==> config.mk <==
export PLATFORM = sky130hd
export DESIGN_NAME = fios_seq_ctrl
export DESIGN_NICKNAME = d
export VERILOG_FILES = /design/src/rtl/fios_seq_ctrl.sv
export SDC_FILE = /design/constraint.sdc
export NUM_CORES = 1
export LEC_CHECK = 0
export BUFFER_PORTS_ARGS = -buffer_cell sky130_fd_sc_hd__buf_2
export CAP_MARGIN = 20
export CORE_MARGIN = 3
export CORE_UTILIZATION = 40
export CTS_CLUSTER_SIZE = 24
export DETAILED_ROUTE_END_ITERATION = 7
export GPL_ROUTABILITY_DRIVEN = 0
export PLACE_DENSITY = 0.59
export SETUP_SLACK_MARGIN = 0.3
export SYNTH_ARGS = -nofsm -noshare
export SYNTH_HDL_FRONTEND = slang
export SYNTH_SLANG_ARGS = --single-unit
==> constraint.sdc <==
create_clock -name clock_i -period 5 [get_ports clock_i]
set_input_delay 0.5 -clock clock_i [delete_from_list [all_inputs] [get_ports clock_i]]
set_output_delay 0.5 -clock clock_i [all_outputs]
set_load 0.005 [all_outputs]
==> src/rtl/fios_seq_ctrl.sv <==
// FIOS sequencer: paces b/p fetch bursts and a-register shifts per pass, then
// captures the PE-array result words into a small FIFO and hands them out.
module fios_seq_ctrl #(
  parameter int unsigned S          = 8,
  parameter int unsigned PE_NB      = 8,
  parameter int unsigned WORD_W     = 17,
  parameter int unsigned PE_DELAY   = 7,
  parameter int unsigned LOOP_DELAY = 0,
  parameter int unsigned RES_LAT    = 9
) (
  input  logic              clock_i,
  input  logic              reset_i,
  input  logic              start_i,
  input  logic              abort_i,
  output logic              ready_o,
  output logic              busy_o,
  output logic              b_fetch_o,
  output logic              p_fetch_o,
  output logic              a_shift_o,
  input  logic [WORD_W-1:0] array_res_i,
  output logic [WORD_W-1:0] res_data_o,
  output logic              res_valid_o,
  input  logic              res_ready_i,
  output logic              done_o
);

  localparam int unsigned P       = (S + PE_NB - 1) / PE_NB;
  localparam int unsigned PER     = PE_NB * PE_DELAY + LOOP_DELAY;
  localparam int unsigned L       = (S - 1) % PE_NB;
  localparam int unsigned C0OFF   = 1 + (P - 1) * PER + L * PE_DELAY + RES_LAT;
  localparam int unsigned CAP_END = C0OFF + S - 1;
  localparam int unsigned GAP_LEN = (PER > S) ? PER - S : 1;
  localparam int unsigned PTR_W   = (S > 1) ? $clog2(S) : 1;
  localparam int unsigned CNT_W   = $clog2(PER + S + 1);
  localparam int unsigned PASS_W  = $clog2(P + 1);
  localparam int unsigned CYC_W   = $clog2(CAP_END + 2);
  localparam int unsigned POP_W   = $clog2(S + 1);

  if (S < 2) begin : g_bad_s
    $error("fios_seq_ctrl: S must be at least 2");
  end
  if (P > 1 && PER < S) begin : g_bad_per
    $error("fios_seq_ctrl: folded loop period shorter than S");
  end

  typedef enum logic [2:0] {IDLE, FETCH, GAP, DRAIN, OUT} state_e;

  state_e             state_q, state_d;
  logic [CNT_W-1:0]   cnt_q, cnt_d;
  logic [PASS_W-1:0]  pass_q, pass_d;
  logic [CYC_W-1:0]   cyc_q, cyc_d;
  logic [POP_W-1:0]   pop_cnt_q, pop_cnt_d;
  logic [POP_W-1:0]   count_q, count_d;
  logic [PTR_W-1:0]   wr_ptr_q, wr_ptr_d, rd_ptr_q, rd_ptr_d;
  logic [WORD_W-1:0]  mem_q [S];
  logic [WORD_W-1:0]  res_data_q, head_c;
  logic               ready_q, busy_q, fetch_q, shift_q, valid_q, done_q, done_d;
  logic               capture_c, pop_c;

  function automatic logic [PTR_W-1:0] ptr_inc(input logic [PTR_W-1:0] p);
    return (p == PTR_W'(S - 1)) ? '0 : p + PTR_W'(1);
  endfunction

  // Sequencing, FIFO bookkeeping and abort flush
  always_comb begin
    state_d   = state_q;
    cnt_d     = cnt_q;
    pass_d    = pass_q;
    cyc_d     = cyc_q;
    pop_cnt_d = pop_cnt_q;
    count_d   = count_q;
    wr_ptr_d  = wr_ptr_q;
    rd_ptr_d  = rd_ptr_q;
    done_d    = 1'b0;
    capture_c = (state_q != IDLE) && (cyc_q >= CYC_W'(C0OFF)) && (cyc_q <= CYC_W'(CAP_END));
    pop_c     = (count_q != '0) && res_ready_i;

    // cyc_q holds the edge index relative to the accepted start; it saturates
    if (state_q != IDLE && cyc_q <= CYC_W'(CAP_END)) cyc_d = cyc_q + CYC_W'(1);
    if (capture_c) wr_ptr_d = ptr_inc(wr_ptr_q);
    if (pop_c) begin
      rd_ptr_d  = ptr_inc(rd_ptr_q);
      pop_cnt_d = pop_cnt_q + POP_W'(1);
    end
    if (capture_c && !pop_c)      count_d = count_q + POP_W'(1);
    else if (!capture_c && pop_c) count_d = count_q - POP_W'(1);

    unique case (state_q)
      IDLE: begin
        if (start_i) begin
          state_d   = FETCH;
          cnt_d     = '0;
          pass_d    = '0;
          cyc_d     = CYC_W'(1);
          pop_cnt_d = '0;
        end
      end
      FETCH: begin
        if (cnt_q == CNT_W'(S - 1)) begin
          cnt_d = '0;
          if (pass_q == PASS_W'(P - 1)) begin
            state_d = DRAIN;
          end else if (PER == S) begin
            pass_d = pass_q + PASS_W'(1);
          end else begin
            state_d = GAP;
          end
        end else begin
          cnt_d = cnt_q + CNT_W'(1);
        end
      end
      GAP: begin
        if (cnt_q == CNT_W'(GAP_LEN - 1)) begin
          state_d = FETCH;
          cnt_d   = '0;
          pass_d  = pass_q + PASS_W'(1);
        end else begin
          cnt_d = cnt_q + CNT_W'(1);
        end
      end
      DRAIN: begin
        if (cyc_q >= CYC_W'(CAP_END)) state_d = OUT;
      end
      OUT: begin
        if (pop_c && pop_cnt_q == POP_W'(S - 1)) begin
          state_d = IDLE;
          done_d  = 1'b1;
          cyc_d   = '0;
        end
      end
      default: state_d = IDLE;
    endcase

    if (state_q != IDLE && abort_i) begin
      state_d   = IDLE;
      cnt_d     = '0;
      pass_d    = '0;
      cyc_d     = '0;
      pop_cnt_d = '0;
      count_d   = '0;
      wr_ptr_d  = '0;
      rd_ptr_d  = '0;
      done_d    = 1'b0;
    end

    // Word at the FIFO head after this edge, bypassing a same-edge capture
    head_c = (capture_c && wr_ptr_q == rd_ptr_d) ? array_res_i : mem_q[rd_ptr_d];
  end

  always_ff @(posedge clock_i) begin
    if (!reset_i) begin
      state_q    <= IDLE;
      cnt_q      <= '0;
      pass_q     <= '0;
      cyc_q      <= '0;
      pop_cnt_q  <= '0;
      count_q    <= '0;
      wr_ptr_q   <= '0;
      rd_ptr_q   <= '0;
      ready_q    <= 1'b1;
      busy_q     <= 1'b0;
      fetch_q    <= 1'b0;
      shift_q    <= 1'b0;
      valid_q    <= 1'b0;
      done_q     <= 1'b0;
      res_data_q <= '0;
    end else begin
      state_q    <= state_d;
      cnt_q      <= cnt_d;
      pass_q     <= pass_d;
      cyc_q      <= cyc_d;
      pop_cnt_q  <= pop_cnt_d;
      count_q    <= count_d;
      wr_ptr_q   <= wr_ptr_d;
      rd_ptr_q   <= rd_ptr_d;
      ready_q    <= (state_d == IDLE);
      busy_q     <= (state_d != IDLE);
      fetch_q    <= (state_d == FETCH);
      shift_q    <= (state_d == FETCH) && (cnt_d == CNT_W'(S - 1));
      valid_q    <= (count_d != '0);
      done_q     <= done_d;
      res_data_q <= head_c;
    end
  end

  // Result storage needs no reset; occupancy is tracked by count_q
  always_ff @(posedge clock_i) begin
    if (capture_c) mem_q[wr_ptr_q] <= array_res_i;
  end

  assign ready_o     = ready_q;
  assign busy_o      = busy_q;
  assign b_fetch_o   = fetch_q;
  assign p_fetch_o   = fetch_q;
  assign a_shift_o   = shift_q;
  assign res_valid_o = valid_q;
  assign res_data_o  = res_data_q;
  assign done_o      = done_q;

endmodule

==> flow_summary_export.csv, run 1 <==
group,metric,value,unit
floorplan,rows,53,
clock_tree,cts.sink_count,191,
floorplan,dieHeight,153.5,um
global_routing,gr-total-overflow,0,
setup_path,endpoint,"res_data_o[1]$_SDFF_PN0_",
floorplan,io_pins,46,
global_routing,grt_pass1_wl,36600,um
setup_path,r2r-start,"count_q[0]$_SDFF_PN0_",
cells_and_area,num_antenna_cells,0,
setup_path,max_stage_delay,0.84,ns
clock_tree,cts_max_path_buffers,2,
cells_and_area,nNetsFinal,824,
route,drt_first_iter_violations,503,
sta,slew_viol_final,0,
sta,rsz0062_at_grt,"no",
cells_and_area,design_area,9853,um^2
clock_tree,htree_levels,4,
clock_tree,ctsResizeCount,0,
sta,final-hold-violation-count,0,
setup_path,crit_path_end_kind,"flop",
setup_path,critPathBufInv,1,
setup_path,cp_cell_sequence,"inv_1 -> ha_1 -> or3b_1 -> nand2_1 -> nand3_1 -> o22a_1 -> a311oi_1 -> a21oi_1",
power,seqPwrFrac,36.6,%
power,pwr-share-comb,36.2,%
logic_synthesis,synthDistinctLibCells,67,
placement,portBuffers,45,
clock_tree,post_cts_buffers,0,
floorplan,die-area,23560,um^2
setup_path,r2r-end,"res_data_o[1]$_SDFF_PN0_",
cells_and_area,drive_gt1_share,15.28,%
cells_and_area,fillers,1948,
route,dr.pass1.iters,5,
floorplan,core_area,21220,um^2
route,routed_wl,23380,um
setup_path,crit_cells,8,
min_path,hp-class,"in2reg",
setup_path,arrival,4.02,ns
power,power.leakage,0.003287,uW
sta,maxSlewHeadroom,25.21,%
logic_synthesis,yosys.area.top_type,"edfxtp_1",
setup_path,cpLargestDelayFamily,"simple AND/OR/NAND/NOR gates",
setup_path,reg2reg_depth,8,
logic_synthesis,ys_ff_latch,191,
logic_synthesis,async_reset_ff_share,0,%
cells_and_area,syn2layout_area_growth,13.24,%
power,p_sw_share,37.22,%
clock_tree,clockRootBuffer,"clkbuf_16",
floorplan,start_util,41.00,%
clock_tree,clk_latency,0.44,ns
placement,dp_hpwl,14100,um
clock_tree,cts_made_buffers,17,
setup_path,crit_type,"reg2reg",
placement,place_area,9260,um^2
clock_tree,hold_buffers,0,
setup_path,critPathSlowestCell,"nand3_1",
logic_synthesis,avgSynthCellArea,11.40,um^2
sta,skew,0.009742,ns
logic_synthesis,synth_area_leaders,"edfxtp_1, dfxtp_1, nor2_1",
global_routing,first_global_vias,6385,
cells_and_area,multi_input_area,3284,um^2
cells_and_area,seqCellArea,5185,um^2
sta,period_share,74.07,%
global_routing,grt_util_all_layers,19.88,%
route,avgRoutedWirePerCell,21.65,um
logic_synthesis,synth_fp_nets,795,
sta,final.min_clock_period,3.703,ns
power,p_clk_share,27.2,%
power,powerDensity,510.9,nW/um^2
logic_synthesis,yosys_warnings,0,
sta,final-setup-viol-count,0,
route,antenna_left,0,
logic_synthesis,synth_top_area_share,46.94,%
floorplan,die_w,153.5,um
setup_path,worst_setup_path_start_kind,"flop",
global_routing,grt_max_degree,28,
logic_synthesis,ys_seq_area_share,59.59,%
sta,worst_pin_slew,1.122,ns
logic_synthesis,syn_area,8701,um^2
route,vias,6518,
setup_path,setup.worst_path.start,"count_q[0]$_SDFF_PN0_",
logic_synthesis,synthCells,763,
power,peakVddDrop,0.2281,mV
setup_path,critPathRequiredTime,5.31,ns
sta,fmax,270.0,MHz
route,viasPerCell,6.035,
outcome,status,"completed",
logic_synthesis,synth-edff-count,136,
flow_run,max_cap_viol_count,0,
power,p_switching,1874,uW
setup_path,reg2reg_slack,1.30,ns
setup_path,cp_max_fo,19,
sta,setup_tns,0,ns
clock_tree,path_clk_slew,0.08,ns
clock_tree,cts_tree,"yes",
logic_synthesis,synth_flop_cell,"edfxtp_1",
global_routing,antenna_found_initial,0,
power,intPower,3161,uW
route,drc_errors,0,
## flip-flops by register name, indices dropped and copies added (netlist names), 3 cells and up
signal	count
wr_ptr_q	3
cyc_q	7
pop_cnt_q	4
count_q	4
res_data_o	17
cnt_q	7
mem_q	136
rd_ptr_q	3
state_q	3
## Yosys cell counts (all sizes together), types with 2 or more instances
cell type / count
nor3b: 23
nand3: 25
nor2b: 2
xor2: 8
ha: 10
o2bb2ai: 17
a21oi: 43
or3: 4
nand4: 6
o22ai: 2
nor4bb: 2
nor2: 64
and3: 10
nor4: 7
and2: 5
edfxtp: 136
o22a: 16
xnor2: 5
nand2: 40
a32oi: 15
o211ai: 5
mux2i: 5
nand2b: 21
clkbuf: 44
nor4b: 2
buf: 15
a31oi: 4
o31a: 2
o21ai: 50
dfxtp: 55
a211oi: 25
inv: 9
or4: 5
a21o: 6
o41ai: 17
nor3: 27
a311oi: 15
## metrics by stage
| step | util, % | setup WS [ns] | total power, uW | hold slack, ns | instances |
|---|---|---|---|---|---|
| after global placement | 43.53 | 1.499 | 3597 | 0.4669 | 1046 |
| after global routing | 46.43 | 1.142 | 5298 | 0.3562 | 1080 |
| after floorplan | - | 1.232 | 3100 | 0.4537 | 763 |
| final | 46.43 | 1.297 | 5034 | 0.3471 | 1080 |
| after CTS | 46.43 | 1.319 | 5036 | 0.3339 | 1080 |
| after detailed placement | 43.64 | 1.345 | 3671 | 0.4860 | 1048 |
## worst min path at each step
stage	from	slack [ns]	endpoint	cells after the start
after floorplan	pop_cnt_q[1]$_SDFF_PP0_	0.45	pop_cnt_q[1]$_SDFF_PP0_	2
after global placement	pop_cnt_q[1]$_SDFF_PP0_	0.47	pop_cnt_q[1]$_SDFF_PP0_	2
after detailed placement	pop_cnt_q[1]$_SDFF_PP0_	0.49	pop_cnt_q[1]$_SDFF_PP0_	2
after CTS	array_res_i[13]	0.33	mem_q[3][13]$_DFFE_PP_	1
after global routing	array_res_i[2]	0.36	mem_q[3][2]$_DFFE_PP_	1
final	array_res_i[2]	0.35	mem_q[1][2]$_DFFE_PP_	1
## logic make-up after synthesis
logic type / Yosys count / synth area share [%]
AND/OR/NAND/NOR: 246 / 14.75
AO/OA/AOI/OAI: 229 / 18.62
flip-flops: 191 / 59.59
buffers and inverters: 68 / 3.408
XOR/XNOR: 13 / 1.481
adder cells (fa/ha/maj): 10 / 1.438
multiplexers: 6 / 0.7046
## per-layer routing
| metal | share of wire (%) | wire length [um] | vias up | track usage, % |
|---|---|---|---|---|
| met5 | 0 | 0 | - | 0 |
| met4 | 2.4 | 560 | 0 | 7.275 |
| met3 | 7.0 | 1641 | 38 | 4.105 |
| met2 | 47 | 11020 | 254 | 31.79 |
| met1 | 43 | 10160 | 3219 | 26.88 |
| li1 | - | - | 3007 | - |
## power by group through the flow
| stage | Sequential [uW] | Combinational (uW) | Clock (uW) |
|---|---|---|---|
| 2_1_floorplan | 1860 | 1230 | 0 |
| 3_3_place_gp | 1880 | 1720 | 0 |
| 3_5_place_dp | 1880 | 1790 | 0 |
| 4_1_cts | 1850 | 1800 | 1390 |
| 5_1_grt | 1850 | 1990 | 1450 |
| 6_report | 1840 | 1820 | 1370 |
## layout make-up
class,count,area share (%)
repair buffers,69,4.190
inverters,9,0.3429
clock inverters,13,1.524
clock buffers,19,4.495
multi-input cells,504,33.33
well taps,275,3.492
flip-flops and latches,191,52.62
## cells in the final DEF, fill, tap and decap left out, drive strengths merged, types with 6 or more instances in the layout
cell | netlist | layout
a211oi | 25 | 25
nor2 | 64 | 64
nand4 | 6 | 6
a311oi | 15 | 15
buf | 15 | 69
o21ai | 50 | 50
edfxtp | 136 | 136
and3 | 10 | 10
nand3 | 25 | 25
nor3b | 23 | 23
nor4 | 7 | 7
o2bb2ai | 17 | 17
nand2 | 40 | 40
a21oi | 43 | 43
clkbuf | 44 | 19
nor3 | 27 | 27
o22a | 16 | 16
a32oi | 15 | 15
a21o | 6 | 6
inv | 9 | 15
nand2b | 21 | 21
o41ai | 17 | 17
ha | 10 | 10
xor2 | 8 | 8
dfxtp | 55 | 55
Note: power is estimated with default switching activity, not from simulation.
==> run 2, diff against run 1 <==
==> constraint.sdc (replaced) <==
create_clock -name clock_i -period 3.6 [get_ports clock_i]
set_input_delay 0.36 -clock clock_i [delete_from_list [all_inputs] [get_ports clock_i]]
set_output_delay 0.36 -clock clock_i [all_outputs]
set_load 0.005 [all_outputs]
==> run 2 against run 1 <==
Design area grew 1.7%. Worst hold slack got worse by 0.14 ns. Sequential share of layout area shrank 0.88 points. Largest cell class unchanged. Largest power group is now combinational logic. Sequential cell count is the same.
==> flow_summary_export.csv, run 2 (synthesis gave the netlist of run 1 again) <==
group,metric,value,unit
setup_path,crit_type,"reg2reg",
placement,dp_hpwl,15210,um
floorplan,rows,53,
clock_tree,cts.sink_count,191,
power,peakVddDrop,0.4080,mV
flow_run,max_cap_viol_count,0,
sta,setup_tns,0,ns
cells_and_area,num_antenna_cells,0,
setup_path,critPathSlowestCell,"nor3b_2",
cells_and_area,largest_reg_flops,136,
power,p_switching,2725,uW
power,seqPwrFrac,35.6,%
clock_tree,cts_tree,"yes",
placement,dp_slack,0.4366,ns
route,routed_wl,24080,um
route,drc_errors,0,
setup_path,reg2reg_slack,0.47,ns
global_routing,antenna_found_initial,0,
sta,slew_viol_final,0,
placement,dp.cells,1060,
clock_tree,cts_max_path_buffers,2,
cells_and_area,fin_cells,1092,
sta,final-hold-violation-count,0,
global_routing,first_global_vias,6632,
global_routing,grt_max_degree,28,
route,viasPerCell,6.070,
route,dr.pass1.iters,5,
floorplan,die_w,153.5,um
power,p_clk_share,26.9,%
power,powerDensity,719.8,nW/um^2
global_routing,grt_pass1_wl,37160,um
setup_path,crit_top_cell,"o21ai_0",
route,avgRoutedWirePerCell,22.05,um
sta,fmax,319.9,MHz
clock_tree,post_cts_buffers,0,
min_path,hp-class,"in2reg",
setup_path,cp_cell_sequence,"inv_1 -> ha_1 -> nor3b_2 -> o21ai_0 -> nand2_2 -> buf_4 -> o21ai_0 -> a311oi_1 -> a21oi_1",
cells_and_area,final_common_cell,"edfxtp_1",
clock_tree,htree_levels,4,
sta,period_share,86.82,%
placement,portBuffers,45,
setup_path,max_stage_delay,0.52,ns
route,vias,6628,
sta,final-setup-viol-count,0,
power,intPower,4488,uW
floorplan,die-area,23560,um^2
cells_and_area,top_register,"mem_q",
clock_tree,clk_latency,0.44,ns
power,pwr-share-comb,37.6,%
cells_and_area,syn2layout_area_growth,15.17,%
sta,final.min_clock_period,3.126,ns
floorplan,io_pins,46,
cells_and_area,nNetsFinal,836,
route,drt_first_iter_violations,709,
setup_path,worst_setup_path_start_kind,"flop",
global_routing,grt_util_all_layers,20.29,%
sta,rsz0062_at_grt,"no",
sta,maxSlewHeadroom,33.35,%
setup_path,critPathRequiredTime,3.92,ns
sta,layout_setup_ws,0.4745,ns
sta,worst_pin_slew,0.9931,ns
cells_and_area,design_area,10020,um^2
cells_and_area,final_cell_mix,"edfxtp_1, nor2_1, dfxtp_1",
placement,place_area,9378,um^2
route,antenna_left,0,
setup_path,cp_max_fo,14,
clock_tree,cts_made_buffers,17,
power,p_sw_share,37.78,%
global_routing,gr-total-overflow,0,
clock_tree,clockRootBuffer,"clkbuf_16",
floorplan,start_util,41.00,%
clock_tree,path_clk_slew,0.08,ns
setup_path,crit_path_end_kind,"flop",
floorplan,core_area,21220,um^2
cells_and_area,fillers,1918,
floorplan,dieHeight,153.5,um
power,power.leakage,0.003362,uW
outcome,status,"completed",
sta,skew,0.01314,ns
cells_and_area,drive_gt1_share,16.77,%
setup_path,arrival,3.44,ns
run 2: power by group through the flow:
stage / clock (uW) / combinational [uW] / sequential (uW)
after global routing: 2060 / 2900 / 2580
after floorplan: 0 / 1720 / 2590
after CTS: 1970 / 2650 / 2570
after detailed placement: 0 / 2630 / 2610
final: 1940 / 2710 / 2570
after global placement: 0 / 2540 / 2620
run 2: final cells by class:
| type | instances | area [um^2] | area share, % |
|---|---|---|---|
| Sequential cell | 191 | 5185 | 51.74 |
| Multi-Input combinational cell | 504 | 3337 | 33.30 |
| Timing Repair Buffer | 81 | 508.0 | 5.069 |
| Clock buffer | 17 | 425.4 | 4.245 |
| Tap cell | 275 | 344.1 | 3.434 |
| Clock inverter | 15 | 187.7 | 1.873 |
| Inverter | 9 | 33.78 | 0.3371 |
run 2: final timing paths:
| check | startpoint | endpoint | depth (start not counted) |
|---|---|---|---|
| max | count_q[0]$_SDFF_PN0_ | res_data_o[12]$_SDFF_PN0_ | 9 |
| min | array_res_i[12] | mem_q[7][12]$_DFFE_PP_ | 1 |
| min reg2reg | pop_cnt_q[1]$_SDFF_PP0_ | pop_cnt_q[1]$_SDFF_PP0_ | 2 |
| max reg2reg | count_q[0]$_SDFF_PN0_ | res_data_o[12]$_SDFF_PN0_ | 9 |
run 2: what timing repair did:
item | CTS | global route
setup endpoints to repair | 0 | 16
resized for setup | 0 | 4
hold buffers | 0 | 0
run 2: worst max-delay path, delay by kind of cell (launching register included):
kind                       cells  cell delay [ns]
AOI/OAI and AO/OA              4             1.03
DFF                            1             0.36
buffers and inverters          2             0.46
adders and majority gates      1             0.22
and+or+nand+nor                2             0.95
run 2: per-stage QoR:
step	total power, uW	util [%]	hold slack (ns)
final	7213	47.22	0.2049
after global routing	7543	47.22	0.1993
after CTS	7183	47.08	0.1971
after detailed placement	5244	44.19	0.4912
after global placement	5152	44.19	0.4607
after floorplan	4305	-	0.4537
run 2: routing by layer:
layer / vias to the layer above / global-route usage (%) / routed length [um]
met1: 3251 / 27.52 / 10280
li1: 3032 / - / -
met5: - / 0 / 0
met3: 52 / 3.935 / 1760
met4: 0 / 7.191 / 658
met2: 293 / 32.65 / 11380
